## config.mk

```make
export PLATFORM = sky130hd
export DESIGN_NAME = dlsc_pcie_s6_outbound_cmd_flat
export DESIGN_NICKNAME = d
export VERILOG_FILES = /design/src/rtl/dlsc_pcie_s6_outbound_cmd_pkg.sv /design/src/rtl/dlsc_pcie_s6_outbound_cmd_if.sv /design/src/rtl/dlsc_rr_arbiter2.sv /design/src/rtl/dlsc_pcie_s6_outbound_cmd.sv /design/src/flat_wrapper.sv
export SDC_FILE = /design/constraint.sdc
export NUM_CORES = 1
export LEC_CHECK = 0
export ABC_AREA = 1
export CAP_MARGIN = 20
export CORE_AREA = 2 2 110 112
export CTS_CLUSTER_DIAMETER = 80
export DETAILED_ROUTE_END_ITERATION = 10
export DIE_AREA = 0 0 112 114
export GPL_ROUTABILITY_DRIVEN = 0
export HOLD_SLACK_MARGIN = 0.05
export PLACE_DENSITY = 0.82
export SYNTH_ARGS = -nofsm -noshare
export SYNTH_HDL_FRONTEND = slang
export SYNTH_SLANG_ARGS = --single-unit
```

## constraint.sdc

```tcl
create_clock -name clk -period 3.04 [get_ports clk]
set_input_delay 0.608 -clock clk [delete_from_list [all_inputs] [get_ports clk]]
set_output_delay 0.608 -clock clk [all_outputs]
set_load 0.03 [all_outputs]
```

## src/rtl/dlsc_pcie_s6_outbound_cmd_pkg.sv

```systemverilog
// Shared definitions for the outbound command front-end.
//   MRD32/MRD64/MWR32/MWR64 : TLP fmt[1:0],type[4:0] codes
//   state_t                 : front-end FSM states
//   fmt_type()              : selects the TLP code from direction and address size
package dlsc_pcie_s6_outbound_cmd_pkg;

  localparam logic [6:0] MRD32 = 7'h00;
  localparam logic [6:0] MRD64 = 7'h20;
  localparam logic [6:0] MWR32 = 7'h40;
  localparam logic [6:0] MWR64 = 7'h60;

  typedef enum logic [1:0] {
    ST_IDLE,
    ST_XLAT,
    ST_OUT
  } state_t;

  function automatic logic [6:0] fmt_type(input logic write, input logic is64);
    logic [6:0] f;
    case ({write, is64})
      2'b00:   f = MRD32;
      2'b01:   f = MRD64;
      2'b10:   f = MWR32;
      default: f = MWR64;
    endcase
    return f;
  endfunction

endpackage

```

## src/rtl/dlsc_pcie_s6_outbound_cmd_if.sv

```systemverilog
// Command channel carrying one AXI-derived request (write or read side).
//   valid/ready : handshake
//   addr        : DW address [ADDR-1:2]
//   len         : DW count (0 is illegal)
//   first_be    : first-DW byte enables
//   last_be     : last-DW byte enables
// master = command source, slave = command sink.
interface dlsc_pcie_s6_outbound_cmd_if #(
  parameter int ADDR = 32,
  parameter int LEN  = 4
);
  logic            valid;
  logic            ready;
  logic [ADDR-3:0] addr;
  logic [LEN-1:0]  len;
  logic [3:0]      first_be;
  logic [3:0]      last_be;

  modport master (output valid, addr, len, first_be, last_be, input ready);
  modport slave  (input valid, addr, len, first_be, last_be, output ready);
endinterface

```

## src/rtl/dlsc_rr_arbiter2.sv

```systemverilog
// Two-input round-robin arbiter.
//   clk, rst_n        : clock, synchronous active-low reset
//   i_en              : arbitration allowed this cycle
//   i_req_a, i_req_b  : requests (a = write side, b = read side)
//   o_grant_a/b       : one-hot grant; a grant is also the accept
// With both requesting, the side not served last wins; after reset side a wins.
module dlsc_rr_arbiter2 (
  input  logic clk,
  input  logic rst_n,
  input  logic i_en,
  input  logic i_req_a,
  input  logic i_req_b,
  output logic o_grant_a,
  output logic o_grant_b
);

  logic r_prio_b;

  always_comb begin
    o_grant_a = i_en && i_req_a && (!i_req_b || !r_prio_b);
    o_grant_b = i_en && i_req_b && (!i_req_a ||  r_prio_b);
  end

  always_ff @(posedge clk) begin
    if (!rst_n) begin
      r_prio_b <= 1'b0;
    end else if (o_grant_a) begin
      r_prio_b <= 1'b1;
    end else if (o_grant_b) begin
      r_prio_b <= 1'b0;
    end
  end

endmodule

```

## src/rtl/dlsc_pcie_s6_outbound_cmd.sv

```systemverilog
// Outbound command front-end: arbitrates write/read commands, runs the
// address-translator handshake, and presents a TLP-ready command.
//   clk, rst_n          : clock, synchronous active-low reset
//   wr_cmd, rd_cmd      : command channels (slave side)
//   o_trans_req(_addr)  : translation request, held until ack
//   i_trans_ack(_addr/_64) : translation result, valid in the ack cycle only
//   o_out_*, i_out_ready: command to the TLP header builder
module dlsc_pcie_s6_outbound_cmd
  import dlsc_pcie_s6_outbound_cmd_pkg::*;
#(
  parameter int ADDR = 32,
  parameter int LEN  = 4
) (
  input  logic                         clk,
  input  logic                         rst_n,
  dlsc_pcie_s6_outbound_cmd_if.slave   wr_cmd,
  dlsc_pcie_s6_outbound_cmd_if.slave   rd_cmd,
  output logic                         o_trans_req,
  output logic [ADDR-3:0]              o_trans_req_addr,
  input  logic                         i_trans_ack,
  input  logic [61:0]                  i_trans_ack_addr,
  input  logic                         i_trans_ack_64,
  output logic                         o_out_valid,
  input  logic                         i_out_ready,
  output logic [6:0]                   o_out_fmt_type,
  output logic [9:0]                   o_out_len,
  output logic [3:0]                   o_out_first_be,
  output logic [3:0]                   o_out_last_be,
  output logic [61:0]                  o_out_addr,
  output logic                         o_out_write
);

  state_t          r_state;
  state_t          w_state_next;
  logic            w_grant_wr;
  logic            w_grant_rd;
  logic            w_accept;
  logic [ADDR-3:0] w_addr;
  logic [LEN-1:0]  w_len;
  logic [3:0]      w_first_be;
  logic [3:0]      w_last_be;

  logic [ADDR-3:0] r_addr;
  logic [LEN-1:0]  r_len;
  logic [3:0]      r_first_be;
  logic [3:0]      r_last_be;
  logic            r_write;
  logic [61:0]     r_ack_addr;
  logic            r_ack_64;

  // Gating with rst_n keeps both readies low while reset is held.
  dlsc_rr_arbiter2 u_arb (
    .clk       (clk),
    .rst_n     (rst_n),
    .i_en      ((r_state == ST_IDLE) && rst_n),
    .i_req_a   (wr_cmd.valid),
    .i_req_b   (rd_cmd.valid),
    .o_grant_a (w_grant_wr),
    .o_grant_b (w_grant_rd)
  );

  assign wr_cmd.ready = w_grant_wr;
  assign rd_cmd.ready = w_grant_rd;
  // A grant only occurs on a valid request, so it is the handshake.
  assign w_accept     = w_grant_wr | w_grant_rd;

  always_comb begin
    w_addr     = w_grant_wr ? wr_cmd.addr     : rd_cmd.addr;
    w_len      = w_grant_wr ? wr_cmd.len      : rd_cmd.len;
    w_first_be = w_grant_wr ? wr_cmd.first_be : rd_cmd.first_be;
    w_last_be  = w_grant_wr ? wr_cmd.last_be  : rd_cmd.last_be;
  end

  always_comb begin
    w_state_next = r_state;
    case (r_state)
      ST_IDLE: if (w_accept)                   w_state_next = ST_XLAT;
      ST_XLAT: if (i_trans_ack)                w_state_next = ST_OUT;
      ST_OUT:  if (i_out_ready)                w_state_next = ST_IDLE;
      default:                                 w_state_next = ST_IDLE;
    endcase
  end

  always_ff @(posedge clk) begin
    if (!rst_n) begin
      r_state <= ST_IDLE;
    end else begin
      r_state <= w_state_next;
    end
  end

  // Datapath registers carry no reset: they are only observed once the
  // FSM has loaded them.
  always_ff @(posedge clk) begin
    if (w_accept) begin
      r_addr     <= w_addr;
      r_len      <= w_len;
      r_first_be <= w_first_be;
      // A single-DW TLP must carry a zero last-DW byte enable.
      r_last_be  <= (w_len == LEN'(1)) ? 4'h0 : w_last_be;
      r_write    <= w_grant_wr;
    end
    if ((r_state == ST_XLAT) && i_trans_ack) begin
      r_ack_addr <= i_trans_ack_addr;
      r_ack_64   <= i_trans_ack_64;
    end
  end

  assign o_trans_req      = (r_state == ST_XLAT);
  assign o_trans_req_addr = r_addr;
  assign o_out_valid      = (r_state == ST_OUT);
  assign o_out_fmt_type   = fmt_type(r_write, r_ack_64);
  assign o_out_len        = 10'(r_len);
  assign o_out_first_be   = r_first_be;
  assign o_out_last_be    = r_last_be;
  assign o_out_addr       = r_ack_addr;
  assign o_out_write      = r_write;

  always_ff @(posedge clk) begin
    if (rst_n) begin
      assert (!(i_trans_ack && (r_state != ST_XLAT)));
      if (w_accept) begin
        assert (w_len != '0);
      end
    end
  end

endmodule

```

## src/flat_wrapper.sv

```systemverilog
// flat-port wrapper written by rule: the top's interface ports become plain ports
module dlsc_pcie_s6_outbound_cmd_flat import dlsc_pcie_s6_outbound_cmd_pkg::*;
#(
  parameter int ADDR = 32,
  parameter int LEN  = 4
)
  (clk, rst_n, o_trans_req, o_trans_req_addr, i_trans_ack, i_trans_ack_addr, i_trans_ack_64, o_out_valid, i_out_ready, o_out_fmt_type, o_out_len, o_out_first_be, o_out_last_be, o_out_addr, o_out_write, wr_cmd_valid, wr_cmd_addr, wr_cmd_len, wr_cmd_first_be, wr_cmd_last_be, wr_cmd_ready, rd_cmd_valid, rd_cmd_addr, rd_cmd_len, rd_cmd_first_be, rd_cmd_last_be, rd_cmd_ready);
  dlsc_pcie_s6_outbound_cmd_if #(.ADDR(ADDR), .LEN(LEN)) wr_cmd_i ();
  dlsc_pcie_s6_outbound_cmd_if #(.ADDR(ADDR), .LEN(LEN)) rd_cmd_i ();
  input  logic clk;
  input  logic rst_n;
  output logic o_trans_req;
  output logic [ADDR-3:0] o_trans_req_addr;
  input  logic i_trans_ack;
  input  logic [61:0] i_trans_ack_addr;
  input  logic i_trans_ack_64;
  output logic o_out_valid;
  input  logic i_out_ready;
  output logic [6:0] o_out_fmt_type;
  output logic [9:0] o_out_len;
  output logic [3:0] o_out_first_be;
  output logic [3:0] o_out_last_be;
  output logic [61:0] o_out_addr;
  output logic o_out_write;
  input wire logic [$bits(wr_cmd_i.valid)-1:0] wr_cmd_valid;
  input wire logic [$bits(wr_cmd_i.addr)-1:0] wr_cmd_addr;
  input wire logic [$bits(wr_cmd_i.len)-1:0] wr_cmd_len;
  input wire logic [$bits(wr_cmd_i.first_be)-1:0] wr_cmd_first_be;
  input wire logic [$bits(wr_cmd_i.last_be)-1:0] wr_cmd_last_be;
  output wire logic [$bits(wr_cmd_i.ready)-1:0] wr_cmd_ready;
  input wire logic [$bits(rd_cmd_i.valid)-1:0] rd_cmd_valid;
  input wire logic [$bits(rd_cmd_i.addr)-1:0] rd_cmd_addr;
  input wire logic [$bits(rd_cmd_i.len)-1:0] rd_cmd_len;
  input wire logic [$bits(rd_cmd_i.first_be)-1:0] rd_cmd_first_be;
  input wire logic [$bits(rd_cmd_i.last_be)-1:0] rd_cmd_last_be;
  output wire logic [$bits(rd_cmd_i.ready)-1:0] rd_cmd_ready;
  assign wr_cmd_i.valid = wr_cmd_valid;
  assign wr_cmd_i.addr = wr_cmd_addr;
  assign wr_cmd_i.len = wr_cmd_len;
  assign wr_cmd_i.first_be = wr_cmd_first_be;
  assign wr_cmd_i.last_be = wr_cmd_last_be;
  assign wr_cmd_ready = wr_cmd_i.ready;
  assign rd_cmd_i.valid = rd_cmd_valid;
  assign rd_cmd_i.addr = rd_cmd_addr;
  assign rd_cmd_i.len = rd_cmd_len;
  assign rd_cmd_i.first_be = rd_cmd_first_be;
  assign rd_cmd_i.last_be = rd_cmd_last_be;
  assign rd_cmd_ready = rd_cmd_i.ready;
  dlsc_pcie_s6_outbound_cmd #(.ADDR(ADDR), .LEN(LEN)) u_core (.clk(clk), .rst_n(rst_n), .wr_cmd(wr_cmd_i), .rd_cmd(rd_cmd_i), .o_trans_req(o_trans_req), .o_trans_req_addr(o_trans_req_addr), .i_trans_ack(i_trans_ack), .i_trans_ack_addr(i_trans_ack_addr), .i_trans_ack_64(i_trans_ack_64), .o_out_valid(o_out_valid), .i_out_ready(i_out_ready), .o_out_fmt_type(o_out_fmt_type), .o_out_len(o_out_len), .o_out_first_be(o_out_first_be), .o_out_last_be(o_out_last_be), .o_out_addr(o_out_addr), .o_out_write(o_out_write));
endmodule
```

==> impl_results.md <==
- Max Root-Sink Buffers: 2
- Post-synthesis instance total: 302
- Setup ws final: 0.149 ns
- Time the worst path needs with I/O delays and setup: 2.89 ns
- Max Clock Freq: 0.346 GHz
- Clock latency on the worst-skew pair: 0.35 ns
- Hold buffers post-CTS: 0
- Total number of placement rows: 40
- Clock sink count: 109
- Die Span X: 112 um
- Top-area cell type share of the netlist area: 77.9%
- Post-synthesis instance area: 4080 um2
- Top area cells in the synthesized netlist: edfxtp_1 78%, nand2_1 12%, buf_4 2.0%, inv_1 1.7%, dfxtp_1 1.5%
- Worst r2r path cells: 6
- Most instantiated library cell after synthesis: nand2_1
- Top cells by count, synth: 130 x nand2_1, 106 x edfxtp_1, 18 x inv_1
- Area of the multi-input gates: 658 um2
- Sum of overflow across all layers after global routing: 0
- Residual antenna-violating net count after detailed routing: 0
- Die outline area: 12800 um2
- Cell type with the largest total area after synthesis: edfxtp_1
- Post-cts resize count: 0
- Unique masters post-synth: 20
- Number of global-route vias before repair: 3070
- Number of optimization iterations in the first detailed-route pass: 4
- Setup repair after global routing missed its margin: false
- Register area share after synthesis: 79.4%
- Pin count of the biggest net entering global routing: 53
- Overall fraction of global-route tracks in use: 18.0%
- Final Hold Violating Endpoints: 0
- Required time at the endpoint of the critical path: 2.43 ns
- Min-Delay Endpoint: u_core.u_arb.r_prio_b$_SDFFE_PN0P_
- Final-stage net count: 723
- Clock buffer count from CTS: 9
- Total half-perimeter wirelength after legalization and detailed placement: 9400 um
- Max_cap viols: 0
- H-tree Lvls: 3
- DRC violation count after routing: 0
- Buffer cell driving the clock tree root: clkbuf_16
- Clock-pin slew on the worst setup and hold paths: 0.07 ns
- Core ar.: 11700 um2
- Nature of the critical path startpoint: primary input
- Leak Pwr: 2.74 nW
- Worst VDD drop: 0.368 mV
- Setup slack after placement: 0.161 ns
- Synthesis Warnings: 0
- Flip-flop and latch area: 3240 um2
- Result of the run: finished clean
- Per-cell routed wire length: 16.5 um
- Number of stages on the worst hold path: 2
- Share of the cycle needed by the critical path after routing: 95.1%
- Most common flop cell mapped by yosys: edfxtp_1
- Area overhead of the layout relative to synthesis: 74.4%
- Port buffer count: 263
- Worst Setup Path Type: primary input to output pin
- Global-route wire length before repair: 17000 um
- Arrival time at the worst endpoint: 2.28 ns
- Average cell area after synthesis: 13.5 um2
- Starting utilization of the core area: 34.9%
- Slew Viols, Final: 0
- Maximum fanout encountered on the critical timing path: 4
- Synth Register Bits: 109
- Antenna Cells: 0
- R2r setup slk: 1.33 ns
- Number of flops mapped to enable cells by yosys: 106
- Hold WC Path Type: register to register
- Number of setup buffers added after CTS: 0
- Antenna violations before repair: 0
- Min-delay src: u_core.u_arb.r_prio_b$_SDFFE_PN0P_
- Number of DRC markers after the initial detailed-route iteration: 221
- Fin Clk Skew: 0.00745 ns
- Post-synth ARST share: 0%
- Die Y-Extent: 114 um
- Final sum of negative setup slack: 0 ns
- Fill cells: 913
- Vias after detailed routing: 3246
- Setup-failing EPs final: 0
- TritonCTS clock tree: done
- DRT Wirelength: 11900 um
- Critical R2R Capture: u_core.o_trans_req_addr[13]$_DFFE_PP_
- Setup crit end kind: output pin
- Areal power density over the cells: 547 nW/um2
- Average via count per standard cell: 4.50
- FF-to-FF Start: u_core.r_state[1]$_SDFFE_PN0P_
- Layout cells sized above 1: 5.22%
- Number of ports placed on the die boundary: 275
-- cell families after synthesis --
| family | Yosys count | synth area share, % |
|---|---|---|
| and+or+nand+nor | 146 | 14.2 |
| DFF | 109 | 79.4 |
| buffers and inverters | 40 | 5.39 |
| AOI/OAI and AO/OA | 6 | 0.950 |
| other | 1 | 0.0918 |
-- metrics by stage --
step	hold slack [ns]	std cells	util [%]	power (W)	cell area, um2
floorplan	0.461	312	-	0.00236	4120
global placement	0.486	706	58.5	0.00282	6850
detailed placement	0.504	706	58.5	0.00285	6850
CTS	0.511	722	60.8	0.00393	7120
global route	0.550	722	60.8	0.00404	7120
finish	0.513	722	60.8	0.00389	7120
-- placed cells by master (no fill, tap or decap) --
cell / netlist / final
nor3_1: 1 / 1
conb_1: 1 / 11
buf_12: 0 / 2
inv_1: 18 / 16
edfxtp_1: 106 / 106
buf_4: 11 / 4
nor2_4: 2 / 2
clkdlybuf4s50_1: 0 / 262
o41ai_1: 1 / 1
clkbuf_16: 0 / 9
clkinv_1: 0 / 2
inv_2: 1 / 2
o21ai_0: 2 / 2
o21bai_1: 2 / 2
clkinv_2: 0 / 2
nand2_2: 3 / 3
clkinvlp_4: 0 / 1
nor2_1: 7 / 7
a21oi_1: 1 / 1
inv_6: 0 / 2
dfxtp_1: 3 / 3
clkinv_4: 0 / 1
nor2_2: 2 / 2
nand2_1: 130 / 130
nand3_1: 1 / 1
-- critical path: stages --
cell and delay, ns:
clkdlybuf4s50_1 0.52, inv_1 0.10, nor3_1 0.32, clkdlybuf4s50_1 0.74
-- layout make-up --
class,instances,share of cell area [%]
clock buffers,9,3.16
repair buffers,268,37.8
inverters,19,1.00
multi-input cells,163,9.24
clock inverters,7,0.668
flip-flops and latches,109,45.5
well taps,147,2.58
-- worst max-delay path by stage --
stage                     startpoint                            endpoint  cells after the start
after floorplan                rst_n  u_core.o_out_first_be[0]$_DFFE_PP_                      4
after global placement         rst_n                        rd_cmd_ready                      4
after detailed placement       rst_n                        rd_cmd_ready                      4
after CTS                      rst_n                        rd_cmd_ready                      4
after global routing           rst_n                        rd_cmd_ready                      4
final                          rst_n                        rd_cmd_ready                      4
-- metal layers --
layer	share of wire, %	up-vias	track usage [%]
met2	54	174	33.0
met1	36	1527	19.6
met3	8.0	19	5.90
met5	0	-	0
met4	2.0	0	6.50
li1	-	1526	-
-- power by group --
| part | total, W | switching [W] | internal [W] |
|---|---|---|---|
| clock network | 0.00109 | 0.000531 | 0.000557 |
| registers | 0.00186 | 0.0000380 | 0.00182 |
| logic | 0.000946 | 0.000524 | 0.000422 |
| total | 0.00389 | 0.00109 | 0.00280 |
-- state kept, by name, summed over array words and instances, names as in the netlist, 2 cells and up --
name,cells
u_core.r_len,4
u_core.o_out_first_be,4
u_core.o_trans_req_addr,30
u_core.r_state,2
u_core.o_out_last_be,4
u_core.o_out_addr,62
No activity file was read; power rests on OpenSTA's default activity.
